`src/rtl/mips_mem_arbiter_if.sv`:
```
// Request/response and memory bus between the MIPS fetch/data stages, the arbiter and the shared memory.
// The slave modport is the arbiter's view; the master modport is the requester/memory side.
interface mips_mem_arbiter_if #(
    parameter int ADDR_W = 10,
    parameter int DATA_W = 32
);
    logic              if_req;
    logic [ADDR_W-1:0] if_addr;
    logic              if_flush;
    logic              if_gnt;
    logic              if_rvalid;
    logic [DATA_W-1:0] if_rdata;

    logic              dm_req;
    logic              dm_we;
    logic [ADDR_W-1:0] dm_addr;
    logic [DATA_W-1:0] dm_wdata;
    logic              dm_gnt;
    logic              dm_rvalid;
    logic [DATA_W-1:0] dm_rdata;

    logic              mem_en;
    logic              mem_we;
    logic [ADDR_W-1:0] mem_addr;
    logic [DATA_W-1:0] mem_wdata;
    logic [DATA_W-1:0] mem_rdata;

    modport slave (
        input  if_req, if_addr, if_flush,
        output if_gnt, if_rvalid, if_rdata,
        input  dm_req, dm_we, dm_addr, dm_wdata,
        output dm_gnt, dm_rvalid, dm_rdata,
        output mem_en, mem_we, mem_addr, mem_wdata,
        input  mem_rdata
    );

    modport master (
        output if_req, if_addr, if_flush,
        input  if_gnt, if_rvalid, if_rdata,
        output dm_req, dm_we, dm_addr, dm_wdata,
        input  dm_gnt, dm_rvalid, dm_rdata,
        input  mem_en, mem_we, mem_addr, mem_wdata,
        output mem_rdata
    );
endinterface

```
`src/rtl/mips_mem_arbiter.sv`:
```
// Single-port memory arbiter sharing one memory between fetch (IF) and data (DM) requesters.
// Optional fetch anti-starvation counter enabled by defining MEM_ARB_STARVE_EN.
module mips_mem_arbiter #(
    parameter int ADDR_W     = 10,
    parameter int DATA_W     = 32,
    parameter int MEM_LAT    = 1,
    parameter int STARVE_MAX = 4
) (
    input  logic                 clk1,
    input  logic                 rst_n,
    mips_mem_arbiter_if.slave    bus,
    output logic                 busy
);
    typedef enum logic [1:0] {IDLE, ACCESS, WAIT, RESP} state_t;

    localparam int LAT_W = (MEM_LAT < 2) ? 1 : $clog2(MEM_LAT);

    // Elaboration-time sanity check on configuration.
    if (MEM_LAT < 1 || STARVE_MAX < 1) begin : g_bad_param
        $error("mips_mem_arbiter: MEM_LAT and STARVE_MAX must be >= 1");
    end

    state_t             state_reg;
    logic               owner_dm_reg;
    logic               drop_reg;
    logic               busy_reg;
    logic [LAT_W-1:0]   lat_cnt_reg;
    logic               mem_en_reg;
    logic               mem_we_reg;
    logic [ADDR_W-1:0]  mem_addr_reg;
    logic [DATA_W-1:0]  mem_wdata_reg;
    logic               if_rvalid_reg;
    logic [DATA_W-1:0]  if_rdata_reg;
    logic               dm_rvalid_reg;
    logic [DATA_W-1:0]  dm_rdata_reg;

    logic if_wins;
    logic grant_ok;
    logic if_gnt_int;
    logic dm_gnt_int;

`ifdef MEM_ARB_STARVE_EN
    localparam int STARVE_W = $clog2(STARVE_MAX + 1);
    localparam logic [STARVE_W-1:0] STARVE_LIM = STARVE_W'(STARVE_MAX);

    logic [STARVE_W-1:0] starve_cnt_reg;

    // Counts DM grants taken while fetch was waiting; saturates so IF keeps winning until served.
    always_ff @(posedge clk1 or negedge rst_n) begin
        if (!rst_n) begin
            starve_cnt_reg <= '0;
        end else if (if_gnt_int) begin
            starve_cnt_reg <= '0;
        end else if (dm_gnt_int && bus.if_req && (starve_cnt_reg != STARVE_LIM)) begin
            starve_cnt_reg <= starve_cnt_reg + 1'b1;
        end
    end

    assign if_wins = bus.if_req && (!bus.dm_req || (starve_cnt_reg == STARVE_LIM));
`else
    assign if_wins = bus.if_req && !bus.dm_req;
`endif

    // Grants are combinational but forced low while reset is asserted.
    assign grant_ok   = rst_n && (state_reg == IDLE);
    assign if_gnt_int = grant_ok && if_wins;
    assign dm_gnt_int = grant_ok && bus.dm_req && !if_wins;

    assign bus.if_gnt    = if_gnt_int;
    assign bus.dm_gnt    = dm_gnt_int;
    assign bus.if_rvalid = if_rvalid_reg;
    assign bus.if_rdata  = if_rdata_reg;
    assign bus.dm_rvalid = dm_rvalid_reg;
    assign bus.dm_rdata  = dm_rdata_reg;
    assign bus.mem_en    = mem_en_reg;
    assign bus.mem_we    = mem_we_reg;
    assign bus.mem_addr  = mem_addr_reg;
    assign bus.mem_wdata = mem_wdata_reg;
    assign busy          = busy_reg;

    always_ff @(posedge clk1 or negedge rst_n) begin
        if (!rst_n) begin
            state_reg     <= IDLE;
            owner_dm_reg  <= 1'b0;
            drop_reg      <= 1'b0;
            busy_reg      <= 1'b0;
            lat_cnt_reg   <= '0;
            mem_en_reg    <= 1'b0;
            mem_we_reg    <= 1'b0;
            mem_addr_reg  <= '0;
            mem_wdata_reg <= '0;
            if_rvalid_reg <= 1'b0;
            if_rdata_reg  <= '0;
            dm_rvalid_reg <= 1'b0;
            dm_rdata_reg  <= '0;
        end else begin
            if_rvalid_reg <= 1'b0;
            dm_rvalid_reg <= 1'b0;

            // A flush only matters while a fetch owns the memory.
            if (state_reg == IDLE) begin
                drop_reg <= 1'b0;
            end else if (!owner_dm_reg && bus.if_flush) begin
                drop_reg <= 1'b1;
            end

            case (state_reg)
                IDLE: begin
                    if (if_gnt_int || dm_gnt_int) begin
                        state_reg     <= ACCESS;
                        busy_reg      <= 1'b1;
                        owner_dm_reg  <= dm_gnt_int;
                        mem_en_reg    <= 1'b1;
                        mem_we_reg    <= dm_gnt_int && bus.dm_we;
                        mem_addr_reg  <= dm_gnt_int ? bus.dm_addr : bus.if_addr;
                        mem_wdata_reg <= dm_gnt_int ? bus.dm_wdata : '0;
                    end
                end
                ACCESS: begin
                    mem_en_reg <= 1'b0;
                    mem_we_reg <= 1'b0;
                    if (mem_we_reg) begin
                        state_reg     <= RESP;
                        dm_rvalid_reg <= 1'b1;
                        dm_rdata_reg  <= '0;
                    end else begin
                        state_reg   <= WAIT;
                        lat_cnt_reg <= LAT_W'(MEM_LAT - 1);
                    end
                end
                WAIT: begin
                    if (lat_cnt_reg == '0) begin
                        state_reg <= RESP;
                        if (owner_dm_reg) begin
                            dm_rvalid_reg <= 1'b1;
                            dm_rdata_reg  <= bus.mem_rdata;
                        end else if (!(drop_reg || bus.if_flush)) begin
                            if_rvalid_reg <= 1'b1;
                            if_rdata_reg  <= bus.mem_rdata;
                        end
                    end else begin
                        lat_cnt_reg <= lat_cnt_reg - 1'b1;
                    end
                end
                RESP: begin
                    state_reg <= IDLE;
                    busy_reg  <= 1'b0;
                end
                default: begin
                    state_reg <= IDLE;
                    busy_reg  <= 1'b0;
                end
            endcase
        end
    end
endmodule
```
`src/flat_wrapper.sv`:
```
// flat-port wrapper written by rule: the top's interface ports become plain ports
module mips_mem_arbiter_flat 
#(
    parameter int ADDR_W     = 10,
    parameter int DATA_W     = 32,
    parameter int MEM_LAT    = 1,
    parameter int STARVE_MAX = 4
)
  (clk1, rst_n, busy, bus_if_req, bus_if_addr, bus_if_flush, bus_if_gnt, bus_if_rvalid, bus_if_rdata, bus_dm_req, bus_dm_we, bus_dm_addr, bus_dm_wdata, bus_dm_gnt, bus_dm_rvalid, bus_dm_rdata, bus_mem_en, bus_mem_we, bus_mem_addr, bus_mem_wdata, bus_mem_rdata);
  mips_mem_arbiter_if #(.ADDR_W(ADDR_W), .DATA_W(DATA_W)) bus_i ();
  input  logic clk1;
  input  logic rst_n;
  output logic busy;
  input wire logic [$bits(bus_i.if_req)-1:0] bus_if_req;
  input wire logic [$bits(bus_i.if_addr)-1:0] bus_if_addr;
  input wire logic [$bits(bus_i.if_flush)-1:0] bus_if_flush;
  output wire logic [$bits(bus_i.if_gnt)-1:0] bus_if_gnt;
  output wire logic [$bits(bus_i.if_rvalid)-1:0] bus_if_rvalid;
  output wire logic [$bits(bus_i.if_rdata)-1:0] bus_if_rdata;
  input wire logic [$bits(bus_i.dm_req)-1:0] bus_dm_req;
  input wire logic [$bits(bus_i.dm_we)-1:0] bus_dm_we;
  input wire logic [$bits(bus_i.dm_addr)-1:0] bus_dm_addr;
  input wire logic [$bits(bus_i.dm_wdata)-1:0] bus_dm_wdata;
  output wire logic [$bits(bus_i.dm_gnt)-1:0] bus_dm_gnt;
  output wire logic [$bits(bus_i.dm_rvalid)-1:0] bus_dm_rvalid;
  output wire logic [$bits(bus_i.dm_rdata)-1:0] bus_dm_rdata;
  output wire logic [$bits(bus_i.mem_en)-1:0] bus_mem_en;
  output wire logic [$bits(bus_i.mem_we)-1:0] bus_mem_we;
  output wire logic [$bits(bus_i.mem_addr)-1:0] bus_mem_addr;
  output wire logic [$bits(bus_i.mem_wdata)-1:0] bus_mem_wdata;
  input wire logic [$bits(bus_i.mem_rdata)-1:0] bus_mem_rdata;
  assign bus_i.if_req = bus_if_req;
  assign bus_i.if_addr = bus_if_addr;
  assign bus_i.if_flush = bus_if_flush;
  assign bus_if_gnt = bus_i.if_gnt;
  assign bus_if_rvalid = bus_i.if_rvalid;
  assign bus_if_rdata = bus_i.if_rdata;
  assign bus_i.dm_req = bus_dm_req;
  assign bus_i.dm_we = bus_dm_we;
  assign bus_i.dm_addr = bus_dm_addr;
  assign bus_i.dm_wdata = bus_dm_wdata;
  assign bus_dm_gnt = bus_i.dm_gnt;
  assign bus_dm_rvalid = bus_i.dm_rvalid;
  assign bus_dm_rdata = bus_i.dm_rdata;
  assign bus_mem_en = bus_i.mem_en;
  assign bus_mem_we = bus_i.mem_we;
  assign bus_mem_addr = bus_i.mem_addr;
  assign bus_mem_wdata = bus_i.mem_wdata;
  assign bus_i.mem_rdata = bus_mem_rdata;
  mips_mem_arbiter #(.ADDR_W(ADDR_W), .DATA_W(DATA_W), .MEM_LAT(MEM_LAT), .STARVE_MAX(STARVE_MAX)) u_core (.clk1(clk1), .rst_n(rst_n), .bus(bus_i), .busy(busy));
endmodule
```
`config.mk`:
```
export PLATFORM = sky130hd
export DESIGN_NAME = mips_mem_arbiter_flat
export DESIGN_NICKNAME = d
export VERILOG_FILES = /design/src/rtl/mips_mem_arbiter_if.sv /design/src/rtl/mips_mem_arbiter.sv /design/src/flat_wrapper.sv
export SDC_FILE = /design/constraint.sdc
export NUM_CORES = 1
export LEC_CHECK = 0
export BUFFER_PORTS_ARGS = -buffer_cell sky130_fd_sc_hd__buf_2
export CORE_MARGIN = 4
export CORE_UTILIZATION = 41
export DETAILED_ROUTE_END_ITERATION = 10
export PLACE_DENSITY = 0.7
export SKIP_LAST_GASP = 1
export SYNTH_ARGS = -nofsm -noshare
export SYNTH_HDL_FRONTEND = slang
export SYNTH_SLANG_ARGS = --single-unit
```
`constraint.sdc`:
```
create_clock -name clk1 -period 1.6 [get_ports clk1]
set_input_delay 0.08 -clock clk1 [delete_from_list [all_inputs] [get_ports clk1]]
set_output_delay 0.08 -clock clk1 [all_outputs]
set_load 0.01 [all_outputs]
```
# Word level (Yosys, flattened, before mapping)
# Index checks and enable logic that the tools add are counted.
[classes]
n_reduce_logical = 24
mux = 28
n_eq_ne = 8
bitwise_logic = 3
n_addsub = 1
[op_table]
columns = ["operator", "count"]
rows = [
  ["32-bit two-way mux", 4],
  ["32-bit one-hot mux with 2 select lines", 1],
  ["1-bit two-way mux", 14],
  ["10-bit two-way mux", 1],
  ["1-bit one-hot mux with 2 select lines", 5],
  ["2-bit AND reduction", 5],
  ["2-bit one-hot mux with 4 select lines", 1],
  ["4-bit AND reduction", 2],
  ["2-bit nonzero test", 4],
  ["1-bit logical AND", 7],
  ["2-bit != test (second input constant)", 3],
  ["2-bit == test (second input constant)", 2],
  ["2-bit two-way mux", 2],
  ["2-bit by 1-bit != test with 1-bit output (second input constant)", 2],
  ["1-bit zero test", 3],
  ["1-bit NOT", 3],
  ["2-bit by 1-bit == test with 1-bit output (second input constant)", 1],
  ["2-bit zero test", 1],
  ["1-bit logical OR", 2],
  ["1-bit subtractor (second input constant)", 1],
]
[word_totals]
reg_bits = 116
wordCells = 77

# Logic depth before layout (Yosys ltp)
# Gate-level depths: netlist (run 1).
[depth]
word_depth = 7
mapped_depth = 8

# Least setup slack after synthesis (run 1)
# OpenSTA, ideal clock, no wires.
[synth_timing]
path_kind = "reg2reg"
startpoint = "register u_core.state_reg[0]"
endpoint = "register u_core.if_rdata_reg[10] (netlist: u_core.bus.if_rdata[10])"
t_arrival_ns = 1.495
setup_ns = 0.125
t_required_ns = 1.475
setup_slack_ns = -0.020
path_buffers = 1
path_stages_with_launch = 7
synth_period_minus_slack_ns = 1.620
cell_sequence = "dfrtp_1 inv_1 ha_1 nand2b_4 nor3_4 buf_6 mux2_2"
[synth_between]
elab_chain_cells = 2
[synth_lines]
columns = ["element", "line_no", "text"]
rows = [
  ["start: declaration", "mips_mem_arbiter.sv:23", "state_t state_reg;"],
  ["start signal: assignment", "mips_mem_arbiter.sv:83", "state_reg <= IDLE;"],
  ["start signal: assignment", "mips_mem_arbiter.sv:110", "state_reg <= ACCESS;"],
  ["start signal: assignment", "mips_mem_arbiter.sv:123", "state_reg <= RESP;"],
  ["2-bit == test", "mips_mem_arbiter.sv:107", "case (state_reg)"],
  ["4-bit AND reduction (no line)", "n/a", ""],
  ["end signal: assignment", "mips_mem_arbiter.sv:139", "if_rdata_reg <= bus.mem_rdata;"],
  ["end: declaration", "mips_mem_arbiter.sv:33", "logic [DATA_W-1:0] if_rdata_reg;"],
]
# No other way between the ends.
# A chain may end at the register's enable or synchronous reset.

# Worst setup path after layout (run 1)
[layout_timing]
startpoint = "register u_core.state_reg[1]"
endpoint = "register u_core.if_rdata_reg[6] (netlist: u_core.bus.if_rdata[6])"
# The elaborated chain is that of the path after synthesis.

==> results.json, run 1 <==
{
  "die-width_um": 112,
  "synth_edf_count": 0,
  "grt_pass1_vias": 4271,
  "grt_overflow_total": 0,
  "ys_seq_area_share_pct": 64.6,
  "ir_drop_v": 0.000999,
  "worstPathCellList": "buf_6 -> ha_4 -> nand2b_4 -> nor3_4 -> buf_6 -> buf_12 -> mux2_2",
  "synthAdderAreaFrac_pct": 1.12,
  "worst_ep_required_time_ns": 1.98,
  "insertion_delay_ns": 0.50,
  "ys_async_sr_fraction_pct": 100,
  "clock-sinks": 115,
  "finalCriticalPeriod_ns": 1.68,
  "route.detailed.drc": 0,
  "drt_wl_total_um": 14100,
  "clock.fmax_mhz": 593,
  "worstSetupStartpointType": "flop",
  "yosys.area.top_type": "dfrtp_1",
  "antenna_found_initial": 0,
  "grt_max_degree": 90,
  "period_share_pct": 105,
  "drtIter0Drc": 272,
  "rsz0062_at_grt": "yes",
  "status": "complete, but fails checks",
  "synth_xor_area_share_pct": 0,
  "rr_startpoint": "u_core.state_reg[1]$_DFFE_PN0P_",
  "relSlewSlack_pct": 26.6,
  "hpwlAfterDp_um": 8110,
  "synth_common_cells": "dfrtp_1 (115), a22o_1 (64), mux2_2 (32), buf_2 (14), o21ai_0 (13)",
  "io_pins": 203,
  "routedWlPerCell_um": 17.9,
  "drt_pass1_iterations": 5,
  "drtAntennaViolNets": 0,
  "synth_compound_area_share_pct": 18.3,
  "cp_max_fo": 12,
  "power_density_nw_per_um2": 1890,
  "slowest_stage": "dfrtp_1",
  "synth_area_leaders": "dfrtp_1 (65%), a22o_1 (13%), mux2_2 (8.1%)",
  "start_util_pct": 42.5,
  "finalHoldViolations": 0,
  "holdCritStartpoint": "bus_if_req",
  "muxShareOfSynthArea_pct": 8.32,
  "die_y_um": 112,
  "critPathMaxStageDelay_ns": 0.39,
  "yosysMostFrequentCell": "dfrtp_1",
  "grt_first_pass_wirelength_um": 21100,
  "clock_skew_ns": 0.00911,
  "power_leakage_uw": 0.00386,
  "io_buffers": 202,
  "synth_simple_gate_area_share_pct": 4.24,
  "path_buf_inv": 3,
  "h-tree-depth": 4,
  "violations": "negative setup slack",
  "fin_util_pct": 72.4,
  "critPathKind": "flop to flop",
  "synth_area_per_cell_um2": 14.2,
  "syn_to_final_growth_pct": 70.2,
  "die-area_um2": 12600,
  "clock-root-buffer": "clkbuf_8",
  "yosysUniqueCellTypes": 26,
  "synthCells": 314,
  "synth_warnings": 0,
  "finalMaxSlewViolations": 0,
  "stdcell_count": 784,
  "clk_path_buf_depth": 2,
  "vias": 4052,
  "synth_top_family_by_area": "compound AO/OA/AOI/OAI gates",
  "syn-num-nets": 408,
  "core_um2": 10500,
  "syn-cell-area_um2": 4450,
  "finalWorstSetupSlack_ns": -0.0850,
  "tritoncts": "yes",
  "min_path_type": "input pin to flop",
  "final_nets": 729,
  "yosys_most_used_dff": "dfrtp_1",
  "drv_cap": 0,
  "arrival_ns": 2.07,
  "path_clk_slew_ns": 0.06,
  "cts_made_buffers": 17,
  "dp_cells": 644,
  "crit_family": "buffers and inverters",
  "setup_viol": 34,
  "gp_congestion": 0.818,
  "post_drt_via_cell_ratio": 5.17,
  "track_usage_pct": 20.9,
  "worst_pin_slew_ns": 1.10,
  "cp_common_cell": "buf_6",
  "crit_path_end_kind": "flop",
  "synth_top_cell_area_share_pct": 64.6,
  "antenna_cells": 0,
  "drive_gt1_share_pct": 48.3,
  "row_count": 37,
  "critPathLaunch": "u_core.state_reg[1]$_DFFE_PN0P_",
  "ys_seq_elements": 115
}
==> layout make-up <==
| cell class | count | area (µm²) |
|---|---|---|
| clock buffers | 18 | 428 |
| multi-input cells | 172 | 1540 |
| repair buffers | 324 | 2370 |
| clock inverters | 14 | 176 |
| well taps | 136 | 170 |
| flip-flops and latches | 115 | 2880 |
| inverters | 5 | 18.8 |
| fillers | 696 | 2890 |
==> kinds of logic (layout without fill, tap and decap cells) <==
group,after synthesis,after routing
flip-flops,115,115
AO/OA/AOI/OAI,105,105
multiplexers,33,33
AND/OR/NAND/NOR,30,30
buffers and inverters,27,361
adder cells (fa/ha/maj),4,4
==> where the power goes <==
| group | total (µW) | internal [µW] | switching [µW] |
|---|---|---|---|
| sequential | 4880 | 4140 | 735 |
| clock | 3810 | 2430 | 1370 |
| combinational | 5600 | 2900 | 2700 |
| total | 14300 | 9480 | 4810 |
==> worst min-delay path: stages <==
cell	delay, ns
buf_2	0.14
nand2_4	0.09
buf_4	0.10
a21o_1	0.10
==> timing repair <==
action,CTS,global route
setup endpoints to repair,14,68
hold endpoints to repair,136,0
cloned,1,5
hold buffers,89,0
pin swaps,3,6
setup buffers,8,5
gates resized for setup,11,28
==> routing by layer <==
metal / routed length [µm] / up-vias / track usage, %
met1: 5560 / 2001 / 24.6
met4: 354 / 0 / 9.46
met5: 0 / - / 0
li1: - / 1829 / -
met2: 7270 / 196 / 35.8
met3: 866 / 26 / 5.77
==> placed cells by master, fill, tap and decap left out, types with 2 or more instances in the layout <==
master	count
a21oi_1	5
a22o_1	64
a22oi_1	11
a31oi_1	10
buf_12	7
buf_2	199
buf_4	14
buf_6	10
bufinv_16	3
clkbuf_16	19
clkbuf_8	2
clkinv_2	2
clkinv_4	3
clkinvlp_4	2
dfrtp_1	115
dlygate4sd3_1	89
ha_4	3
inv_1	3
inv_2	2
inv_6	4
mux2_2	22
mux2_4	10
nand2_1	4
nand2b_4	2
nand3_1	4
nor2b_1	12
o21ai_0	13
==> stage by stage <==
stage / setup WS [ns] / power [µW] / area (µm²) / hold slack [ns] / TNS (ns)
final: -0.0850 / 14300 / 7570 / 0.0375 / -1.95
after detailed placement: -0.0117 / 9650 / 5690 / -0.0744 / -0.0425
after global routing: -0.148 / 15100 / 7570 / 0.0308 / -4.85
after CTS: -0.0585 / 13900 / 7320 / -0.0175 / -0.651
after floorplan: -0.0116 / 7480 / 4450 / -0.216 / -0.313
after global placement: 0.0357 / 9500 / 5690 / -0.0750 / 0
==> worst paths after layout <==
| check | to | slack [ns] | depth (start not counted) |
|---|---|---|---|
| min in group asynchronous | u_core.bus.mem_wdata[17]$_DFFE_PN0P_ | 0.20 | 3 |
| setup reg to reg | u_core.bus.if_rdata[6]$_DFFE_PN0P_ | -0.08 | 7 |
| setup / recovery | u_core.bus.if_rdata[6]$_DFFE_PN0P_ | -0.08 | 7 |
| max in group asynchronous | u_core.bus.mem_wdata[12]$_DFFE_PN0P_ | 0.36 | 3 |
| hold / removal | u_core.owner_dm_reg$_DFFE_PN0P_ | 0.04 | 4 |
| hold reg to reg | u_core.bus.mem_wdata[27]$_DFFE_PN0P_ | 0.49 | 1 |
No activity file was read; power rests on OpenSTA's default activity.
==> run 2: changes to the inputs <==
--- a/config.mk
+++ b/config.mk
@@ -5,6 +5,7 @@
 export SDC_FILE = /design/constraint.sdc
 export NUM_CORES = 1
 export LEC_CHECK = 0
+export ABC_AREA = 1
 export BUFFER_PORTS_ARGS = -buffer_cell sky130_fd_sc_hd__buf_2
 export CORE_MARGIN = 4
 export CORE_UTILIZATION = 41
==> results.json, run 2 <==
{
  "pre_cts_ws_ns": 0.0374,
  "tritoncts": "yes",
  "yosys.area.top_type": "dfrtp_1",
  "grt_overflow_total": 0,
  "hpwlAfterDp_um": 8330,
  "stdcell_count": 985,
  "dp_cells": 848,
  "drtIter0Drc": 425,
  "drv_cap": 0,
  "die-area_um2": 13000,
  "syn-num-nets": 612,
  "antenna_found_initial": 0,
  "path_clk_slew_ns": 0.05,
  "drt_wl_total_um": 15000,
  "arrival_ns": 1.56,
  "synth_common_cells": "nand2_1 (217), dfrtp_1 (115), o21ai_0 (65), inv_1 (62), nand3_1 (20)",
  "yosysUniqueCellTypes": 19,
  "final_nets": 926,
  "synth_warnings": 0,
  "insertion_delay_ns": 0.51,
  "layout_commonest_cell": "nand2_1",
  "grt.busiest_layer": "met2",
  "rsz0062_at_grt": "yes",
  "start_util_pct": 42.3,
  "power_density_nw_per_um2": 1830,
  "status": "complete, but fails checks",
  "worstSetupStartpointType": "flop",
  "setup_viol": 2,
  "finalMaxSlewViolations": 0,
  "drt_pass1_iterations": 5,
  "ys_seq_elements": 115,
  "crit_path_end_kind": "output pin",
  "clock-sinks": 115,
  "h-tree-depth": 4,
  "clock_skew_ns": 0.0126,
  "drtAntennaViolNets": 0,
  "cp_max_fo": 2,
  "vias": 4638,
  "synth_top_cell_area_share_pct": 62.6,
  "routedWlPerCell_um": 15.2,
  "worst_pin_slew_ns": 0.589,
  "violations": "negative setup slack",
  "clock-root-buffer": "clkbuf_8",
  "gr-usage-met3_pct": 6.95,
  "grt_pass1_vias": 4953,
  "min_path_type": "input pin to flop",
  "row_count": 38,
  "critPathKind": "flop to output pin",
  "finalCriticalPeriod_ns": 1.64,
  "grt_util_met1_pct": 28.3,
  "finalWorstSetupSlack_ns": -0.0412,
  "finalInstanceArea_um2": 7590,
  "track_usage_pct": 23.4,
  "relSlewSlack_pct": 60.8,
  "clk_path_buf_depth": 2,
  "ys_async_sr_fraction_pct": 100,
  "ir_drop_v": 0.000940,
  "antenna_cells": 0,
  "post_dp_cell_area_um2": 5820,
  "use_met2_pct": 38.4,
  "yosysMostFrequentCell": "nand2_1",
  "synth_area_per_cell_um2": 8.88,
  "die_y_um": 114,
  "synth_area_leaders": "dfrtp_1 (63%), nand2_1 (18%), o21ai_0 (7.1%)",
  "gp_congestion": 0.783,
  "fillers": 774,
  "io_pins": 203,
  "worst_ep_required_time_ns": 1.52,
  "finalHoldViolations": 0,
  "grt_max_degree": 114,
  "finalSetupTns_ns": -0.0644,
  "layout_common_cells": "nand2_1 (217), buf_2 (200), dfrtp_1 (115)",
  "core_um2": 10900,
  "clock.fmax_mhz": 609,
  "synth_edf_count": 0,
  "drive_gt1_share_pct": 32.5,
  "syn-cell-area_um2": 4600,
  "synthCells": 518,
  "syn_to_final_growth_pct": 65.0,
  "die-width_um": 114,
  "io_buffers": 202,
  "ys_seq_area_share_pct": 62.6,
  "post_drt_via_cell_ratio": 4.71,
  "cts_made_buffers": 17,
  "route.detailed.drc": 0,
  "yosys_most_used_dff": "dfrtp_1",
  "period_share_pct": 103,
  "grt_first_pass_wirelength_um": 23900,
  "power_leakage_uw": 0.00432
}
## run 2: worst max-delay path, stage by stage (launching register included)
cell,delay [ns]
dfrtp_1,0.39
inv_2,0.09
ha_4,0.14
nand3_2,0.11
inv_4,0.10
buf_12,0.10
buf_2,0.12
## run 2: worst paths after layout
kind,startpoint,end,slack (ns),depth (start not counted)
max,u_core.state_reg[0]$_DFFE_PN0P_,bus_dm_gnt,-0.04,6
max reg2reg,u_core.state_reg[1]$_DFFE_PN0P_,u_core.bus.dm_rdata[30]$_DFFE_PN0P_,0.06,8
min reg2reg,u_core.bus.mem_wdata[18]$_DFFE_PN0P_,u_core.bus.mem_wdata[18]$_DFFE_PN0P_,0.46,2
min in group asynchronous,rst_n,u_core.busy$_DFFE_PN0P_,0.56,3
max in group asynchronous,rst_n,u_core.bus.dm_rdata[29]$_DFFE_PN0P_,0.18,4
min,bus_dm_req,u_core.bus.mem_addr[1]$_DFFE_PN0P_,0.12,6
## run 2: metal layers
| metal | vias to the layer above | wire [µm] |
|---|---|---|
| met2 | 221 | 7420 |
| met5 | - | 0 |
| met4 | 0 | 350 |
| met1 | 2172 | 6010 |
| met3 | 35 | 1230 |
| li1 | 2210 | - |
## run 2: where the power goes
group | switching [µW] | internal, µW | leakage, µW
Combinational | 2930 | 2210 | 0.00252
Clock | 1290 | 2690 | 0.000304
Sequential | 674 | 4130 | 0.00149
Total | 4890 | 9020 | 0.00432
## run 2: cells by family (layout without fill, tap and decap cells)
group	Yosys count	after routing	synth area share (%)
adders and majority gates	4	4	1.09
AOI/OAI and AO/OA	69	69	7.72
buffers and inverters	88	415	8.19
and+or+nand+nor	242	242	20.5
DFF	115	115	62.6
## run 2: timing repair
action / in CTS / in global routing
setup endpoints to repair: 2 / 35
cloned: 1 / 2
resized for setup: 9 / 37
setup buffers: 9 / 3
pin swaps: 2 / 1
endpoints found under the hold margin: 225 / 0
hold buffers: 90 / 0
## run 2: layout make-up
type                    instances  area [µm²]  area share [%]
flip-flops and latches        115        2880            37.9
repair buffers                319        2250            29.6
multi-input cells             315        1420            18.7
clock buffers                  23         477            6.28
inverters                      64         243            3.20
well taps                     140         175            2.31
clock inverters                 9         150            1.98
## run 2: stage by stage
| step | total power, µW | hold slack, ns | utilization [%] |
|---|---|---|---|
| after floorplan | 7140 | -0.216 | - |
| after global placement | 9040 | -0.102 | 53.4 |
| after detailed placement | 9170 | -0.0997 | 53.4 |
| after CTS | 13600 | 0.0802 | 68.7 |
| after global routing | 14800 | 0.120 | 69.7 |
| final | 13900 | 0.119 | 69.7 |
